`config.mk`:
```
export PLATFORM = sky130hd
export DESIGN_NAME = prog_delay_counter
export DESIGN_NICKNAME = d
export VERILOG_FILES = /design/src/rtl/prog_delay_counter.sv
export SDC_FILE = /design/constraint.sdc
export NUM_CORES = 1
export LEC_CHECK = 0
export CORE_MARGIN = 5
export CORE_UTILIZATION = 30
export CTS_BUF_LIST = sky130_fd_sc_hd__clkbuf_4 sky130_fd_sc_hd__clkbuf_8
export DETAILED_ROUTE_END_ITERATION = 7
export GPL_ROUTABILITY_DRIVEN = 0
export GPL_TIMING_DRIVEN = 0
export SLEW_MARGIN = 20
export SYNTH_ARGS = -nofsm -noshare
export SYNTH_HDL_FRONTEND = slang
export SYNTH_SLANG_ARGS = --single-unit
```
`constraint.sdc`:
```
create_clock -name clock -period 2.72 [get_ports clock]
set_input_delay 0.544 -clock clock [delete_from_list [all_inputs] [get_ports clock]]
set_output_delay 0.544 -clock clock [all_outputs]
set_load 0.02 [all_outputs]
```
`src/rtl/prog_delay_counter.sv`:
```
// prog_delay_counter: programmable delay timer with one-shot and auto-reload
// modes, pause, synchronous abort and asynchronous active-low reset.
// Every output is driven straight from a register.
module prog_delay_counter #(
    parameter int unsigned WIDTH         = 8,
    parameter int unsigned DEFAULT_DELAY = 4
) (
    input  logic             clock,
    input  logic             clear_n,
    input  logic             start,
    input  logic [WIDTH-1:0] load_value,
    input  logic             mode,
    input  logic             pause,
    input  logic             sync_clear,
    output logic             out,
    output logic             done_pulse,
    output logic             busy,
    output logic [WIDTH-1:0] count
);

    localparam logic [WIDTH-1:0] LP_DEFAULT = WIDTH'(DEFAULT_DELAY);

    typedef enum logic [1:0] {
        ST_IDLE,
        ST_RUN,
        ST_DONE
    } state_t;

    state_t           r_state;
    logic [WIDTH-1:0] r_count;
    logic [WIDTH-1:0] r_target;
    logic             r_mode;
    logic             r_out;
    logic             r_done_pulse;
    logic             r_busy;

    state_t           w_state_next;
    logic [WIDTH-1:0] w_count_next;
    logic [WIDTH-1:0] w_target_next;
    logic             w_mode_next;
    logic             w_out_next;
    logic             w_done_next;
    logic [WIDTH:0]   w_count_inc;
    logic             w_expire;

    // One extra bit on the increment so the compare against target is exact
    // even when target is the all-ones value.
    assign w_count_inc = {1'b0, r_count} + {{WIDTH{1'b0}}, 1'b1};
    assign w_expire    = (w_count_inc == {1'b0, r_target});

    // State and datapath registers; reset restores the default target.
    always_ff @(posedge clock or negedge clear_n) begin
        if (!clear_n) begin
            r_state      <= ST_IDLE;
            r_count      <= '0;
            r_target     <= LP_DEFAULT;
            r_mode       <= 1'b0;
            r_out        <= 1'b0;
            r_done_pulse <= 1'b0;
            r_busy       <= 1'b0;
        end else begin
            r_state      <= w_state_next;
            r_count      <= w_count_next;
            r_target     <= w_target_next;
            r_mode       <= w_mode_next;
            r_out        <= w_out_next;
            r_done_pulse <= w_done_next;
            r_busy       <= (w_state_next == ST_RUN);
        end
    end

    // Next-state logic: sync_clear beats start, start beats counting/expiry.
    always_comb begin
        w_state_next  = r_state;
        w_count_next  = r_count;
        w_target_next = r_target;
        w_mode_next   = r_mode;
        w_out_next    = r_out;
        w_done_next   = 1'b0;

        if (sync_clear) begin
            w_state_next = ST_IDLE;
            w_count_next = '0;
            w_out_next   = 1'b0;
        end else if (start) begin
            w_state_next  = ST_RUN;
            w_count_next  = '0;
            w_out_next    = 1'b0;
            w_target_next = (load_value != '0) ? load_value : LP_DEFAULT;
            w_mode_next   = mode;
        end else begin
            unique case (r_state)
                ST_RUN: begin
                    if (!pause) begin
                        if (w_expire) begin
                            w_done_next = 1'b1;
                            w_out_next  = 1'b1;
                            if (r_mode) begin
                                w_count_next = '0;
                            end else begin
                                w_count_next = r_target;
                                w_state_next = ST_DONE;
                            end
                        end else begin
                            w_count_next = w_count_inc[WIDTH-1:0];
                        end
                    end
                end
                ST_IDLE, ST_DONE: begin
                    w_state_next = r_state;
                end
                default: begin
                    w_state_next = ST_IDLE;
                end
            endcase
        end
    end

    assign out        = r_out;
    assign done_pulse = r_done_pulse;
    assign busy       = r_busy;
    assign count      = r_count;

endmodule

```
# After elaboration in Yosys (flattened, before gate mapping)
# Index checks and enable logic that the tools add are counted.
# W data, S select, Z words.
[totals]
wordCells = 45
in_bits = 14
ff_bits = 22
out_inout_bits = 11
[classes]
n_addsub = 1
n_eq_ne = 5
n_reduce_logical = 8
muxes = 23
n_bitwise = 1
[op_table]
columns = ["operator", "count"]
rows = [
  ["$mux W8", 7],
  ["$mux W1", 10],
  ["$mux W2", 5],
  ["$add A8 B1 Y9 const B", 1],
  ["$eq A9 B8 Y1", 1],
  ["$reduce_bool A8 Y1", 1],
  ["$reduce_bool A3 Y1", 2],
  ["$eq A2 B1 Y1 const B", 2],
  ["$pmux W2 S2", 1],
  ["$reduce_and A2 Y1", 2],
  ["$ne A3 B2 Y1 const B", 1],
  ["$reduce_and A3 Y1", 1],
  ["$eq A2 B2 Y1 const B", 1],
  ["$logic_not A2 Y1", 1],
  ["$reduce_or A2 Y1", 1],
  ["$not A1 Y1", 1],
]

# Logic depth before layout (Yosys ltp)
[depth]
word_depth = 8
ltp_mapped = 9
mapped_depth_nobuf = 7

# Worst setup path before layout
# OpenSTA, ideal clock, no wires.
[synth_path]
kind = "reg-to-reg"
startpoint = "register r_count[1] (netlist: count[1])"
endpoint = "register r_count[0] (netlist: count[0])"
path_slack_ps = 293
path_buffers = 1
required_time_ps = 2596
setup_ps = 124
stages_incl_launch_ff = 9
synth_period_minus_slack_ps = 2427
arrival_time_ps = 2303
path_cell_list = "dfrtp_1 ha_1 xor2_1 a2111oi_2 o2111ai_2 nor4_4 buf_6 mux2i_1 o21ai_1"
[synth_via]
elab_chain_len = 7
[synth_lines]
columns = ["item", "line_no", "rtl"]
rows = [
  ["start: declaration", "30", "logic [WIDTH-1:0] r_count;"],
  ["start signal: assignment", "63", "r_count <= w_count_next;"],
  ["$add A8 B1 Y9", "48", "assign w_count_inc = {1'b0, r_count} + {{WIDTH{1'b0}}, 1'b1};"],
  ["$eq A9 B8 Y1", "49", "assign w_expire = (w_count_inc == {1'b0, r_target});"],
  ["$mux W8", "95", "if (w_expire) begin"],
  ["$mux W8", "94", "if (!pause) begin"],
  ["$mux W8", "92", "unique case (r_state)"],
  ["$mux W8", "85", "end else if (start) begin"],
  ["$mux W8", "81", "if (sync_clear) begin"],
]
# No other way between the ends. The select of a mux whose other input is x is not followed.
# A chain may end at the register's enable or synchronous reset.

# Worst setup path after layout
[layout_path]
startpoint = "input pause"
endpoint = "register r_count[4] (netlist: count[4])"
[layout_via]
elab_chain_len = 2
[layout_lines]
columns = ["item", "line_no", "rtl"]
rows = [
  ["start: declaration", "13", "input logic pause,"],
  ["$ne A3 B2 Y1 (no line)", "--", ""],
  ["$reduce_and A2 Y1 (no line)", "--", ""],
]
# No other way between the ends.

==> impl_results.md <==
* Status: finished, final reports clean
* Max-slew headroom at 0.635
* CORE AREA at 5200 sq um
* Leakage at 0.000810 uW
* Global-route wire length before repair at 7360 microns
* Routed Antenna Nets at 0
* Syn nets at 193
* Crit Path Category: in2reg
* Register area at 552 sq um
* Pre-CTS setup slack at -0.198 ns
* CTS max path bufs at 2
* Worst-Margin Slew at between 0.5 and 0.6 ns
* Fin nets at 224
* Seq/Total Area, Yosys at 0.337
* I/O pins at 25
* Sink Count at 22
* TritonCTS clock tree: done
* CTS root buf: clkbuf_8
* Largest fanout on the critical path at 6
* Final Cell Area at 2060 sq um
* Fillers at 549
* H-tree Lvls at 1
* Slew Limit Fails at 0
* Share of cells above drive strength 1 at 0.163
* P per Cell Area at 422 nW/um^2
* Avg Cell Area, Syn at 9.19 sq um
* Synth Register Bits at 22
* Largest net degree at the start of global routing at 23
* Setup violations, final at 0
* WL final at about 4300 microns
* Peak supply drop at 0.350 mV
* Worst path arrival time at 2.78 ns
* Setup crit start kind: primary input
* Area share of fa/ha/maj cells after synthesis at 0.00765
* Vias per cell at approximately 5.3
* Req. time, crit path at 2.93 ns
* Horiz. Die Dim at 83.8 microns
* Maximum clock rate at 388 MHz
* Combined area of all synthesized cells at 1640 sq um
* XOR/XNOR Fraction of Synth Area at 0.0428
* Layout area overhead at 26.1%
* Max_cap viols at 0
* Mux contribution to synthesized area at 0.0735
* Largest family of logic cells by synthesized area: simple AND/OR/NAND/NOR gates
* IO Port Bufs at 24
* CTS buffer count at 3
* Main synth FF type: dfrtp_1
* ANT cells at 0
* Initial Util at 0.314
* Syn. warnings at 0
* Setup ws final at approximately 0.15 ns
* 1st-iter DRT viols at approximately 170
* Initial antenna violation count at 0
* Library cells used by synthesis at between 50 and 60
* Detailed-route via count at 1460
* Finished Core Util at 0.396
* Die Y at 83.8 microns
* Worst reg2reg path depth at 9
* Worst-Skew Late Latency at 0.27 ns
* Tcrit/Tclk final at 0.946
* Residual DRC at 0
* Clock transition at the registers of the reported paths at ~0.09 ns
* Number of global-route vias before repair at 1425
* Final Hold Fails at 0
* Ys async rst share at 1.00
* R2R Setup Slk at approximately 0.22 ns
* Grt ovf at 0
* GR Util All Layers at 0.128
* TritonRoute pass-1 iters at 4
* Simple-Gate Fraction of Synth Area at 0.280
* Total Power at 869 uW
* Synth Area in Compound Gates at 0.210
* CTS Hold Bufs at 0
* Worst min path class: in2async
* Clk_skew at about 0.0066 ns
* DIE AREA at 7030 sq um
* Row cnt at 26
* RSZ-0062 raised after global routing: false
* Crit. End Element: flip-flop
* Post-synth EDFFs at 0
* Period minus WS final at 2.57 ns
* Synth Instances at between 150 and 200
* Area of the multi-input gates at 1020 sq um
* Placed Instance Area at 1960 sq um
* Routed WL per cell at 15.5 microns
* Post-DP HPWL at 3250 microns
## kinds of logic after synthesis
| family | Yosys count |
|---|---|
| AOI/OAI and AO/OA | 44 |
| xor gates and xnor gates | 8 |
| DFF | 22 |
| buffers and inverters | 15 |
| and+or+nand+nor | 77 |
| muxes | 11 |
| adders and majority gates | 1 |
## cells in the mapped netlist (2+ instances only)
master | count | area share
dfrtp_1 | 21 | 0.32
nand2_1 | 18 | 0.041
nor2_1 | 10 | 0.023
o21ai_0 | 10 | 0.031
mux2_2 | 8 | 0.055
a21oi_1 | 7 | 0.021
nor3_1 | 7 | 0.021
nand2b_1 | 6 | 0.023
nor2b_1 | 6 | 0.023
nand3_1 | 5 | 0.015
xor2_1 | 5 | 0.027
a211oi_1 | 4 | 0.018
buf_2 | 4 | 0.012
clkbuf_1 | 4 | 0.0092
nor3b_1 | 4 | 0.018
a22oi_1 | 3 | 0.014
inv_1 | 3 | 0.0069
mux2i_1 | 3 | 0.018
nand4_1 | 3 | 0.011
xnor2_1 | 3 | 0.016
a211o_1 | 2 | 0.011
a2bb2oi_1 | 2 | 0.011
and2_1 | 2 | 0.0076
and4_1 | 2 | 0.011
buf_6 | 2 | 0.014
nor4_1 | 2 | 0.0076
nor4_4 | 2 | 0.026
## layer usage
metal  track usage  up-vias  wire length [microns]
met2         0.199       41                   2020
met3        0.0276        2                    189
met4        0.0249        0                     15
li1              -      724                      -
met1         0.183      693                   2080
met5             0        -                      0
## what timing repair did
action | CTS | global route
gates resized for setup | 0 | 3
buffers inserted | 0 | 2
setup endpoints to repair | 0 | 8
## worst paths after layout
kind	from	endpoint
setup / recovery	pause	count[4]
hold / removal	clear_n	count[3]
setup reg to reg	count[1]	count[0]
hold reg to reg	out	out
max in group asynchronous	clear_n	r_target[2]
min in group clock	out	out
## power by group
group	internal, uW	total [uW]	switching [uW]
clock network	197	319	123
logic	80.7	170	89.1
registers	350	380	29.8
total	628	869	241
## critical path, cell delays in order
cell and delay (ns):
clkdlybuf4s50_1 0.47, nor3b_4 0.30, nand2_1 0.23, or4bb_1 0.59
nor4_4 0.25, buf_4 0.19, a22oi_1 0.09, nand2_1 0.11
## metrics by stage
step / TNS (ns) / instances / hold WS, ns
CTS: 0 / 276 / 0.531
detailed placement: -0.888 / 272 / 0.490
finish: 0 / 278 / 0.226
global placement: -0.935 / 272 / 0.503
global route: 0 / 278 / 0.290
floorplan: 0 / 178 / 0.248
## layout make-up
cell class              instances  share of cell area
multi-input cells             141               0.495
flip-flops and latches         22               0.268
repair buffers                 26               0.121
well taps                      70              0.0425
plain buffers                  12              0.0334
clock buffers                   3              0.0200
clock inverters                 1              0.0146
inverters                       3             0.00546
## state kept, by name (all words and copies together), names as in the netlist
name and cells:
busy 1, count 8, done_pulse 1, out 1, r_mode 1, r_state 2, r_target 8
## cell usage in the layout (no fill, tap or decap), drive strengths merged, types with 6 or more instances in the layout
cell type	n
nand2	18
o21ai	11
dfrtp	21
nand2b	6
clkdlybuf4s50	23
a21oi	7
nor2	10
nor2b	6
nor3	7
clkbuf	7
mux2	8
buf	11
Note: power is estimated with default switching activity, not from simulation.
==> RTL edit (same flow settings) <==
Change the parameter `WIDTH` from 8 to 9.
--- a/src/rtl/prog_delay_counter.sv
+++ b/src/rtl/prog_delay_counter.sv
@@ -3,5 +3,5 @@
 // Every output is driven straight from a register.
 module prog_delay_counter #(
-    parameter int unsigned WIDTH         = 8,
+    parameter int unsigned WIDTH         = 9,
     parameter int unsigned DEFAULT_DELAY = 4
 ) (
Interface: changed (resized count and load_value); port bits go from 25 to 27. The function was not compared with the original's and may differ.
==> RTL edit against the unedited design <==
Register-to-register slack worse by 160 ps; critical endpoint is now count[6]; fmax shrank 3.3%; sequential cell count is 2 higher; synthesized area decreased by 6.4%; critical path depth did not move; final area down 0.67%; global-route usage up 0.13 points; total power shrank 4.8%; worst setup slack got worse by 88 ps; routed wire length fell by 9.4%.
==> RTL edit: results (changes against the unedited design) <==
| Metric | Value |
|---|---|
| Synth top cells by count | `23 x dfrtp_1, 16 x nand2_1, 13 x a21oi_1` |
| Reg clk slew, reported paths | `90 ps (about the same)` |
| Worst Clk Skew | `4.11 ps (-2.51 ps)` |
| WL/cell | `14.4 µm (-6.7%)` |
| Vias/cell | `5.06 (-3.7%)` |
| Clk buf depth | `2 (unchanged)` |
| GRT Util Overall | `12.9% (+0.13 points)` |
| Port Buffer Count | `26 (+8.3%)` |
| Pin count of the biggest net entering global routing | `25 (+8.7%)` |
| Skew-Pair Late Insertion Delay | `270 ps (about the same)` |
| Switching share of total power | `27.9% (+0.12 points)` |
| Arrival time worst endpoint | `2860 ps (+80 ps)` |
| Status | `finished, final reports clean` |
| Avg Cell Area, Syn | `9.28 µm² (+1.0%)` |
| Slowest stage cell, crit path | `or4_4` |
| Fraction of layout cells with a size suffix above 1 | `22.0% (+5.7 points)` |
| Vias in the first global route | `1,314 (-7.8%)` |
| Slew margin rel. | `58.9% (-4.5 points)` |
| Adder-cell share of the synthesized area | `0.817% (+0.052 points)` |
| Synth top area cells | `dfrtp_1 38%, mux2_2 5.9%, a21oi_1 4.2%, nand2_1 3.9%, xnor2_1 3.4%` |
| Worst slack, placed | `-275 ps (-76.6 ps)` |
| Sequential group power | `416 µW (+9.5%)` |
| First-pass GRT wire length | `6.62 mm (-10%)` |
| Initial DRC Count | `119 (-28%)` |
| Min-delay worst type | `input pin to async pin` |
| CP max FO | `5 (-1)` |
| Post-synth ARST share | `100% (unchanged)` |
| DP Cell Count | `261 (-4.0%)` |
| # diodes | `0 (unchanged)` |
| Main synth FF type | `dfrtp_1` |
| Gate power share | `19.1% (-0.4 points)` |
| XOR/XNOR Fraction of Synth Area | `5.64% (+1.4 points)` |
| Synthesized Nets | `181 (-6.2%)` |
| Compound-gate portion of the synthesized area | `20.5% (-0.46 points)` |
| P_leak | `0.000766 µW (-5.4%)` |
| Yosys cell types | `47 (-18%)` |
| Peak VDD IR | `217 µV (-38%)` |
| Cell Count, Final, Fillers Out | `270 (-2.9%)` |
| Multiplexer share of the synthesized area | `6.54% (-0.81 points)` |
| Seq/Total Area, Yosys | `39.3% (+5.6 points)` |
| Layout Nets | `217 (-3.1%)` |
| R2R depth | `8 (-1)` |
| Post-DP HPWL | `2.90 mm (-11%)` |
## RTL edit: metrics by stage
| stage | total power [µW] | instance area, µm² | TNS, ps |
|---|---|---|---|
| 2_1_floorplan | 503 | 1530 | 0 |
| 3_3_place_gp | 562 | 1880 | -1540 |
| 3_5_place_dp | 563 | 1880 | -1610 |
| 4_1_cts | 819 | 1970 | 0 |
| 5_1_grt | 869 | 2050 | -110 |
| 6_report | 828 | 2050 | 0 |
## RTL edit: repair_timing
action,in CTS,in global routing
buffers inserted,5,1
gates resized for setup,2,12
pin swaps,4,6
endpoints found under the hold margin,0,0
setup endpoints to repair,9,11
## RTL edit: path summary, 6_finish.rpt
| check | startpoint | slack, ps | end |
|---|---|---|---|
| worst max-delay path | count[1] | 60 | count[6] |
| worst min-delay path | clear_n | 250 | count[6] |
| worst max register to register | count[1] | 60 | count[6] |
| worst min register to register | out | 500 | out |
| max in group asynchronous | clear_n | 2070 | count[1] |
| min in group clock | out | 500 | out |
## RTL edit: cell type report
cell class              instances  area, µm²
multi-input cells             128        938
flip-flops and latches         24        604
plain buffers                   9       47.5
fillers                       499       2990
well taps                      70       87.6
inverters                       3       11.3
repair buffers                 32        304
clock buffers                   4       55.1
## RTL edit: metal layers
layer,vias up,wire length [µm],part of all wire (%),global-route usage (%)
li1,678,-,-,-
met1,656,1830,47,17.7
met2,28,1840,47,21.3
met3,4,190,4.9,1.97
met4,0,36,0.92,3.04
met5,-,0,0,0
## RTL edit: critical path: cells and delay by family, from the launching register on
family,cells,cell delay [ps]
xor+xnor,1,180
fa+ha+maj,1,250
simple gates,2,890
compound gates,3,650
buf+inv,1,170
flops,1,430
